**config.mk**
```make
export PLATFORM = sky130hd
export DESIGN_NAME = ripple_count_monitor
export DESIGN_NICKNAME = d
export VERILOG_FILES = /design/src/rtl/ripple_count_monitor.sv
export SDC_FILE = /design/constraint.sdc
export NUM_CORES = 1
export LEC_CHECK = 0
export ABC_AREA = 1
export BUFFER_PORTS_ARGS = -buffer_cell sky130_fd_sc_hd__buf_2
export CAP_MARGIN = 5
export CORE_AREA = 5 5 69 71
export CTS_BUF_LIST = sky130_fd_sc_hd__clkbuf_4
export CTS_CLUSTER_DIAMETER = 30
export DETAILED_ROUTE_END_ITERATION = 8
export DIE_AREA = 0 0 74 76
export PLACE_DENSITY = 0.7
export SETUP_SLACK_MARGIN = 0.15
export SLEW_MARGIN = 20
export SYNTH_ARGS = -nofsm -noshare
export SYNTH_HDL_FRONTEND = slang
export SYNTH_SLANG_ARGS = --single-unit
```
**constraint.sdc**
```tcl
create_clock -name clk -period 1.9 [get_ports clk]
set_clock_uncertainty 0.15 [all_clocks]
set_input_delay 0.19 -clock clk [delete_from_list [all_inputs] [get_ports clk]]
set_output_delay 0.19 -clock clk [all_outputs]
set_load 0.005 [all_outputs]
```
**src/rtl/ripple_count_monitor.sv**
```systemverilog
// Samples an asynchronous 4-bit ripple counter, filters out ripple glitches, and accepts only settled values.
// For each accepted step it reports the direction, any wrap, any skipped count, and any disagreement with up_down.
module ripple_count_monitor #(
   parameter int SETTLE = 2
) (
   input  logic       clk,
   input  logic       clear,
   input  logic [3:0] cnt_in,
   input  logic       up_down,
   output logic [3:0] count_sync,
   output logic       step_pulse,
   output logic       dir_up,
   output logic       wrap_pulse,
   output logic       skip_err,
   output logic       dir_err,
   output logic [7:0] step_total
);

   // state | meaning
   // INIT  | no value accepted since reset; the next accepted value only loads count_sync
   // TRACK | accepted values are classified against count_sync
   typedef enum logic {INIT, TRACK} state_t;

   localparam logic [2:0] SETTLE_C = 3'(SETTLE);

   state_t     state, state_n;
   logic [3:0] cnt_s1, cnt_s2;
   logic       ud_s1, ud_s2;
   logic [1:0] primed;
   logic [3:0] cand;
   logic       cand_vld;
   logic [2:0] stable;
   logic       accept;
   logic [3:0] delta;

   logic [3:0] count_n;
   logic       dir_n, step_n, wrap_n, skip_n, derr_n;
   logic [7:0] total_n;

   // The synchronizer contents after reset are not real samples, so the filter
   // waits until both flops hold samples before it loads its first candidate.
   always_ff @(posedge clk or posedge clear) begin
      if (clear) begin
         cnt_s1   <= '0;
         cnt_s2   <= '0;
         ud_s1    <= 1'b0;
         ud_s2    <= 1'b0;
         primed   <= '0;
         cand     <= '0;
         cand_vld <= 1'b0;
         stable   <= '0;
      end else begin
         cnt_s1 <= cnt_in;
         cnt_s2 <= cnt_s1;
         ud_s1  <= up_down;
         ud_s2  <= ud_s1;
         primed <= {primed[0], 1'b1};
         if (primed[1]) begin
            if (!cand_vld || cnt_s2 != cand) begin
               cand     <= cnt_s2;
               cand_vld <= 1'b1;
               stable   <= '0;
            end else if (stable != SETTLE_C) begin
               stable <= stable + 3'd1;
            end
         end
      end
   end

   assign accept = primed[1] && cand_vld && (cnt_s2 == cand) && (stable == SETTLE_C - 3'd1);
   assign delta  = cnt_s2 - count_sync;

   always_comb begin
      state_n = state;
      count_n = count_sync;
      dir_n   = dir_up;
      total_n = step_total;
      step_n  = 1'b0;
      wrap_n  = 1'b0;
      skip_n  = 1'b0;
      derr_n  = 1'b0;
      if (accept) begin
         count_n = cnt_s2;
         case (state)
            INIT: state_n = TRACK;
            TRACK: begin
               if (delta == 4'd1) begin
                  step_n = 1'b1;
                  dir_n  = 1'b1;
                  wrap_n = (count_sync == 4'd15);
                  derr_n = ud_s2;
               end else if (delta == 4'd15) begin
                  step_n = 1'b1;
                  dir_n  = 1'b0;
                  wrap_n = (count_sync == 4'd0);
                  derr_n = !ud_s2;
               end else if (delta != 4'd0) begin
                  skip_n = 1'b1;
               end
               if (step_n && step_total != 8'd255) total_n = step_total + 8'd1;
            end
            default: state_n = INIT;
         endcase
      end
   end

   always_ff @(posedge clk or posedge clear) begin
      if (clear) begin
         state      <= INIT;
         count_sync <= '0;
         dir_up     <= 1'b0;
         step_total <= '0;
         step_pulse <= 1'b0;
         wrap_pulse <= 1'b0;
         skip_err   <= 1'b0;
         dir_err    <= 1'b0;
      end else begin
         state      <= state_n;
         count_sync <= count_n;
         dir_up     <= dir_n;
         step_total <= total_n;
         step_pulse <= step_n;
         wrap_pulse <= wrap_n;
         skip_err   <= skip_n;
         dir_err    <= derr_n;
      end
   end

endmodule

```
==> results of run 1 <==
-- worst paths after layout --
| check | from | to | slack [ns] | depth (start not counted) |
|---|---|---|---|---|
| min in group asynchronous | clear | cnt_s1[3] | 0.32 | 4 |
| max in group asynchronous | clear | wrap_pulse | 0.95 | 4 |
| hold reg to reg | cnt_s1[2] | cnt_s2[2] | 0.21 | 0 |
| setup reg to reg | count_sync[0] | step_total[6] | -0.29 | 9 |
| setup / recovery | count_sync[0] | step_total[6] | -0.29 | 9 |
| hold / removal | cnt_s1[2] | cnt_s2[2] | 0.21 | 0 |
-- layout by cell type, fill, tap and decap left out, types with 2 or more instances in the layout --
cell type       n
nor2_4          2
nand3_1         6
inv_2           4
buf_4          19
a21oi_2         2
o21ai_1         2
nand2_1        49
and3_1          2
nor2_8          2
clkbuf_4        5
dfrtp_1        38
nor2_1          7
nand4_1         9
ha_1            6
inv_1          22
o21ai_0        11
clkinv_1        2
nand3_4         2
buf_2          23
nand2_2         8
dlygate4sd3_1   6
xor2_1          7
-- registers in the layout, summed over array words and instances, names as in the netlist, 2 cells and up --
name / cells
cand: 4
cnt_s1: 4
cnt_s2: 4
count_sync: 4
primed: 2
stable: 3
step_total: 8
-- area by class of cell --
cell class / count / area [µm²] / share of cell area
clock inverters: 3 / 16.3 / 0.00692
multi-input cells: 130 / 862 / 0.367
inverters: 27 / 101 / 0.0431
flip-flops and latches: 38 / 951 / 0.404
well taps: 52 / 65.1 / 0.0277
repair buffers: 48 / 318 / 0.135
clock buffers: 5 / 37.5 / 0.0160
-- worst max-delay path, stage by stage (launching register included) --
cell and delay, ns:
dfrtp_1 0.42, ha_4 0.17, fa_1 0.48, or2_1 0.22
nor2_1 0.11, nand3_2 0.14, nand2_8 0.12, nand3_4 0.12
nand2_1 0.10, nand2_1 0.05
-- report_power, final --
part	switching [mW]	internal (mW)
clock	0.264	0.138
combinational	0.289	0.239
sequential	0.0644	0.863
-- timing repair --
action | CTS | global route
pin swaps | 3 | 8
hold buffers | 6 | 0
hold endpoints to repair | 43 | 0
setup buffers | 0 | 5
setup endpoints to repair | 13 | 15
gates resized for setup | 0 | 7
-- kinds of logic (layout without fill, tap and decap cells) --
| family | count (synthesis) | count (layout) | share of synthesized area |
|---|---|---|---|
| AND/OR/NAND/NOR | 97 | 97 | 0.290 |
| adder cells (fa/ha/maj) | 8 | 8 | 0.0566 |
| other | 1 | 1 | 0.00197 |
| flip-flops | 38 | 38 | 0.500 |
| XOR/XNOR | 8 | 8 | 0.0408 |
| buffers and inverters | 29 | 83 | 0.0619 |
| AO/OA/AOI/OAI | 16 | 16 | 0.0481 |
-- metrics by stage --
stage                     instances  area (µm²)  utilization
after floorplan                 197        1900            -
after global placement          284        2170        0.520
after detailed placement        284        2170        0.520
after CTS                       298        2290        0.548
after global routing            303        2350        0.563
final                           303        2350        0.563
-- metal layers --
metal	GRT usage	vias to the layer above	share of wire
li1	-	727	-
met1	0.171	640	0.45
met2	0.202	24	0.48
met3	0.0356	7	0.042
met4	0.0598	0	0.028
met5	0	-	0
==> results_dict.tcl, run 1 <==
set metrics [dict create \
    yosysTopAreaCell "dfrtp_1" \
    clk_pin_slew_ns 0.11 \
    status "finished with violations" \
    fin_crit_sh 1.15 \
    tns_ns -2.83 \
    synth_area_leaders "dfrtp_1 (50%), nand2_1 (10%), ha_1 (4.6%), inv_1 (4.5%), xor2_1 (3.2%)" \
    worstSetupPathType "reg -> reg" \
    synth_edf_count 0 \
    drc 0 \
    synth_seq_cells 38 \
    worstSetupStartpointType "flip-flop" \
    syn_nets 212 \
    dieArea_mm2 0.00562 \
    max_freq_mhz 457 \
    synth_warnings 0 \
    overflow 0 \
    critPathCaptureType "flip-flop" \
    cts_root_buf "clkbuf_4" \
    ys_seq_area_frac 0.500 \
    rsz0062_at_grt "true" \
    p_total_mw 1.86 \
    die_h_um 76 \
    yosys-top-cells-count "nand2_1 (52), dfrtp_1 (38), inv_1 (23)" \
    cts_max_path_buffers 2 \
    cp.required_ns 1.99 \
    synth_cell_type_count 33 \
    vdd_ir_drop_max_mv 0.549 \
    avgSynthCellArea_um2 9.65 \
    grt_pass1_wl_um 5800 \
    htreeDepth 2 \
    place.gp.congestion 0.762 \
    post-place-ws_ns -0.282 \
    yosysMostFrequentCell "nand2_1" \
    post_drt_wl_per_cell_um 11.1 \
    timing.final.crit_period_ns 2.19 \
    drive_gt1_frac 0.311 \
    cts_tree "yes" \
    maxCapViolations 0 \
    synth_flop_cell "dfrtp_1" \
    wl_um 3350 \
    crit_fanout 8 \
    start_util 0.455 \
    drtIter0Drc 85 \
    p_leak_nw 1.27 \
    ys_async_sr_fraction 1.00 \
    p_per_area_mw_per_mm2 789 \
    dp_hpwl_um 2400 \
    vias 1398 \
    cts.sinks 38 \
    synth_top_cell_area_share 0.500 \
    worstPathArrival_ns 2.28 \
    maxSlewViolCount 0 \
    grt_max_degree 39 \
    core.rowCount 24 \
    antenna_found_initial 0 \
    finalHoldViolations 0 \
    drtPass1Iterations 5 \
    violations "negative setup slack" \
    ios 24 \
    num-fill-cells 372 \
    synth_area_mm2 0.00190 \
    numCtsBuffers 5 \
    nets 265 \
    dieWidth_um 74 \
    grt_pass1_vias 1310 \
    grt_usage 0.132 \
    antenna_left 0 \
    setup_violations 13 \
    worstHoldPathType "reg -> reg" \
    port_buffers 23 \
    core_area_mm2 0.00417 \
    num_antenna_cells 0 \
    layout_setup_ws_ns -0.287 \
    via_per_inst 4.61 \
    hold_slack_ns 0.210 \
    postSynthCellCount 197 \
    insertion_delay_ns 0.34 \
    layout-area-overhead-vs-synth_pct 23.7 \
]
No activity file was read; power rests on OpenSTA's default activity.
==> run 2, diff against run 1 <==
--- a/config.mk
+++ b/config.mk
@@ -13,6 +13,7 @@
 export CTS_CLUSTER_DIAMETER = 30
 export DETAILED_ROUTE_END_ITERATION = 8
 export DIE_AREA = 0 0 74 76
+export MAX_ROUTING_LAYER = met4
 export PLACE_DENSITY = 0.7
 export SETUP_SLACK_MARGIN = 0.15
 export SLEW_MARGIN = 20
==> results_dict.tcl, run 2 (same netlist as run 1, synthesis figures left out) <==
set metrics [dict create \
    status "finished with violations" \
    violations "negative setup slack" \
    htreeDepth 2 \
    grt_pass1_wl_um 5800 \
    cts_max_path_buffers 2 \
    dp_hpwl_um 2400 \
    maxSlewViolCount 0 \
    timing.final.crit_period_ns 2.19 \
    worstSetupPathType "reg -> reg" \
    dieArea_mm2 0.00562 \
    core_area_mm2 0.00417 \
    via_per_inst 4.61 \
    port_buffers 23 \
    fin_crit_sh 1.15 \
    overflow 0 \
    drive_gt1_frac 0.311 \
    p_int_mw 1.24 \
    place.gp.congestion 0.772 \
    maxCapViolations 0 \
    final_cell_mix "nand2_1 (49), dfrtp_1 (38), buf_2 (23)" \
    antenna_found_initial 0 \
    vdd_ir_drop_max_mv 0.547 \
    cp.required_ns 1.99 \
    hold_end "cnt_s2[2]" \
    nets 265 \
    clock_power_share 0.216 \
    largest_reg_flops 8 \
    vias 1397 \
    num-fill-cells 372 \
    clk_pin_slew_ns 0.11 \
    ios 24 \
    wl_um 3350 \
    hold_slack_ns 0.210 \
    cts.sinks 38 \
    numCtsBuffers 5 \
    regMostFlops "step_total" \
    die_h_um 76 \
    grt_max_degree 39 \
    p_leak_nw 1.27 \
    max_freq_mhz 457 \
    multiInputGateArea_um2 862 \
    cts_tree "yes" \
    rsz0062_at_grt "true" \
    drtIter0Drc 84 \
    drc 0 \
    setup_violations 13 \
    layout_setup_ws_ns -0.286 \
    placed_area_mm2 0.00217 \
    core.rowCount 24 \
    worstHoldStart "cnt_s1[2]" \
    layout_commonest_cell "nand2_1" \
    p_per_area_mw_per_mm2 789 \
    worstHoldPathType "reg -> reg" \
    finalHoldViolations 0 \
    layout-area-overhead-vs-synth_pct 23.7 \
    hold_depth 0 \
    worstPathArrival_ns 2.28 \
    wirelength_met1_um 1520 \
    top_layer "met4" \
    timing.rr.end "step_total[6]" \
    r2r_slack_ns -0.29 \
    post-place-ws_ns -0.282 \
    dr_wl_met3_um 144 \
    seq_area_um2 951 \
    p_seq_frac 0.500 \
    dr_wl_met2_um 1590 \
    num_antenna_cells 0 \
    ff2ff_path_depth 9 \
    p_comb_frac 0.284 \
    r2r_start "count_sync[0]" \
    insertion_delay_ns 0.34 \
    dieWidth_um 74 \
    antenna_left 0 \
    p_sw_mw 0.616 \
    cts_root_buf "clkbuf_4" \
    critPathCaptureType "flip-flop" \
    fin_area_mm2 0.00235 \
    start_util 0.455 \
    worstSetupStartpointType "flip-flop" \
    grt_pass1_vias 1311 \
    drtPass1Iterations 5 \
    crit_fanout 8 \
    grt_usage 0.135 \
    post_drt_wl_per_cell_um 11.1 \
    switching_share 0.332 \
]
run 2: cell counts in the layout (fill, tap and decap cells not counted):
No cell type changed its count.
run 2: metrics by stage:
stage / total power, mW / TNS (ns) / util / cells
6_report: 1.86 / -2.82 / 0.563 / 303
4_1_cts: 1.84 / -3.00 / 0.548 / 298
2_1_floorplan: 1.25 / -1.81 / - / 197
5_1_grt: 1.99 / -4.11 / 0.563 / 303
3_3_place_gp: 1.40 / -1.86 / 0.520 / 284
3_5_place_dp: 1.42 / -2.84 / 0.520 / 284
run 2: per-layer routing:
metal / track usage / up-vias
li1: - / 728
met1: 0.171 / 637
met2: 0.202 / 24
met3: 0.0356 / 8
met4: 0.0598 / 0
met5: - / -
run 2: worst max-delay path by stage:
stage                     cells after the start          start  slack (ns)             to
final                                         9  count_sync[0]       -0.29  step_total[6]
after global routing                          9  count_sync[0]       -0.40  step_total[4]
after CTS                                     9  count_sync[0]       -0.29  step_total[3]
after detailed placement                      9  count_sync[0]       -0.28  step_total[5]
after global placement                       10      cnt_s2[0]       -0.20  step_total[2]
after floorplan                               9  count_sync[0]       -0.18  step_total[4]
run 2: layout make-up:
cell class / count / area share
Clock buffer: 5 / 0.0160
Clock inverter: 3 / 0.00692
Inverter: 27 / 0.0431
Timing Repair Buffer: 48 / 0.135
Tap cell: 52 / 0.0277
Sequential cell: 38 / 0.404
Multi-Input combinational cell: 130 / 0.367
run 2: what timing repair did:
item	4_1_cts	5_1_grt
resized for setup	0	7
setup buffers	0	5
pin swaps	3	8
hold buffers	6	0
setup endpoints to repair	13	15
endpoints found under the hold margin	43	0
run 2: worst max-delay path, stage by stage, from the launching register on:
cell and delay (ns):
dfrtp_1 0.42, ha_4 0.17, fa_1 0.48, or2_1 0.22, nor2_1 0.11, nand3_2 0.14
nand2_8 0.12, nand3_4 0.12, nand2_1 0.10, nand2_1 0.05
run 2: power groups by stage:
stage / clock, mW / sequential, mW / combinational, mW
2_1_floorplan: 0 / 0.915 / 0.338
3_3_place_gp: 0 / 0.937 / 0.464
3_5_place_dp: 0 / 0.939 / 0.479
4_1_cts: 0.426 / 0.925 / 0.491
5_1_grt: 0.466 / 0.938 / 0.590
6_report: 0.401 / 0.927 / 0.528
==> run 3, diff against run 2 <==
--- a/config.mk
+++ b/config.mk
@@ -8,13 +8,14 @@
 export ABC_AREA = 1
 export BUFFER_PORTS_ARGS = -buffer_cell sky130_fd_sc_hd__buf_2
 export CAP_MARGIN = 5
-export CORE_AREA = 5 5 69 71
+export CORE_AREA = 5 5 66 68
 export CTS_BUF_LIST = sky130_fd_sc_hd__clkbuf_4
 export CTS_CLUSTER_DIAMETER = 30
 export DETAILED_ROUTE_END_ITERATION = 8
-export DIE_AREA = 0 0 74 76
+export DIE_AREA = 0 0 71 73
 export MAX_ROUTING_LAYER = met4
-export PLACE_DENSITY = 0.7
+export PLACE_DENSITY = 0.76
+export RECOVER_POWER = 50
 export SETUP_SLACK_MARGIN = 0.15
 export SLEW_MARGIN = 20
 export SYNTH_ARGS = -nofsm -noshare
==> results_dict.tcl, run 3 (same netlist as run 1, synthesis figures left out) <==
set metrics [dict create \
    antenna_left 0 \
    maxSlewViolCount 0 \
    final_cell_mix "nand2_1 (49), dfrtp_1 (38), buf_2 (23)" \
    max_freq_mhz 455 \
    drc 0 \
    multiInputGateArea_um2 886 \
    post_drt_wl_per_cell_um 11.7 \
    core.rowCount 23 \
    violations "negative setup slack" \
    drtIter0Drc 79 \
    p_total_mw 1.92 \
    cts_root_buf "clkbuf_4" \
    layout_setup_ws_ns -0.297 \
    place.gp.congestion 0.808 \
    grt_max_degree 39 \
    critPathSlowestCell "fa_1" \
    overflow 0 \
    dieWidth_um 71 \
    worst_pin_slew_ns 0.913 \
    p_per_area_mw_per_mm2 807 \
    critPathCaptureType "flip-flop" \
    layout_commonest_cell "nand2_1" \
    timing.final.crit_period_ns 2.20 \
    grt_pass1_wl_um 5910 \
    drive_gt1_frac 0.321 \
    regMostFlops "step_total" \
    finalHoldViolations 0 \
    vias 1398 \
    place_inst 281 \
    worstPathArrival_ns 2.28 \
    setup_violations 13 \
    finalNonFillerCells 299 \
    cpPeakStageDelay_ns 0.48 \
    core_area_mm2 0.00380 \
    cp.required_ns 1.99 \
    rsz0062_at_grt "true" \
    ios 24 \
    cts_max_path_buffers 2 \
    layout-area-overhead-vs-synth_pct 25.3 \
    clk_pin_slew_ns 0.10 \
    start_util 0.500 \
    crit_fanout 8 \
    fin_area_mm2 0.00238 \
    port_buffers 23 \
    cts.sinks 38 \
    worstSetupPathType "reg -> reg" \
    maxCapViolations 0 \
    numCtsBuffers 5 \
    p_leak_nw 1.26 \
    htreeDepth 2 \
    via_per_inst 4.68 \
    placed_area_mm2 0.00217 \
    dp_hpwl_um 2480 \
    path_cells "ha_4, fa_1, or2_1, nor2_2, nand3_4, nand2_8, nand3_4, nand2_1, nand2_1" \
    cts_tree "yes" \
    dieArea_mm2 0.00518 \
    nets 264 \
    wl_um 3510 \
    worstSetupStartpointType "flip-flop" \
    die_h_um 73 \
    post-place-ws_ns -0.263 \
    status "finished with violations" \
    worstHoldPathType "reg -> reg" \
    largest_reg_flops 8 \
    vdd_ir_drop_max_mv 0.384 \
    insertion_delay_ns 0.34 \
    num_antenna_cells 0 \
    num-fill-cells 327 \
    fin_crit_sh 1.16 \
    grt_pass1_vias 1416 \
    grt_usage 0.149 \
    seq_area_um2 951 \
    drtPass1Iterations 4 \
    antenna_found_initial 0 \
    slew_headroom 0.392 \
]
==> run 3: changes by cell type in the layout (fill, tap and decap cells not counted), sizes merged <==
| cell | change |
|---|---|
| buf | -2 |
| clkinvlp | -1 |
| clkbuf | +1 |
==> run 3: final cells by class <==
type / count / area share
Clock buffer: 5 / 0.0158
Clock inverter: 2 / 0.00420
Inverter: 27 / 0.0426
Multi-Input combinational cell: 130 / 0.372
Sequential cell: 38 / 0.399
Tap cell: 50 / 0.0263
Timing Repair Buffer: 47 / 0.140
==> run 3: path summary, 6_finish.rpt <==
kind	to	slack [ns]	cells past startpoint	startpoint
worst max-delay path	step_total[5]	-0.30	9	count_sync[0]
worst min-delay path	cnt_s2[0]	0.21	0	cnt_s1[0]
worst max register to register	step_total[5]	-0.30	9	count_sync[0]
worst min register to register	cnt_s2[0]	0.21	0	cnt_s1[0]
max in group asynchronous	cand[1]	0.53	4	clear
min in group asynchronous	stable[2]	0.51	4	clear
==> run 3: through the flow <==
step	setup TNS (ns)	hold WS, ns	util
4_1_cts	-2.66	0.210	0.602
6_report	-3.37	0.208	0.627
2_1_floorplan	-1.81	0.0714	-
3_3_place_gp	-1.92	0.148	0.572
5_1_grt	-4.63	0.217	0.627
3_5_place_dp	-2.55	0.149	0.572
==> run 3: worst max-delay path, delay by kind of cell, from the launching register on <==
kind / cells / cell delay, ns
DFF: 1 / 0.42
adders and majority gates: 2 / 0.65
and+or+nand+nor: 7 / 0.87
==> run 3: power breakdown <==
group	leakage, nW	internal, mW	total [mW]	switching [mW]
clock	0.0308	0.133	0.385	0.252
sequential	0.489	0.863	0.929	0.0663
combinational	0.742	0.281	0.606	0.325
==> run 3: what timing repair did <==
action / 4_1_cts / 5_1_grt
resized for setup: 2 / 10
hold buffers: 6 / 0
buffers inserted: 0 / 5
hold endpoints to repair: 43 / 0
setup endpoints to repair: 13 / 17
pin swaps: 4 / 6
==> run 3: metal layers <==
| layer | wire length [µm] | GRT usage | vias up |
|---|---|---|---|
| met3 | 149 | 0.0289 | 8 |
| met1 | 1510 | 0.170 | 641 |
| met2 | 1770 | 0.249 | 26 |
| met4 | 82 | 0.0793 | 0 |
| li1 | - | - | 723 |
| met5 | 0 | - | - |
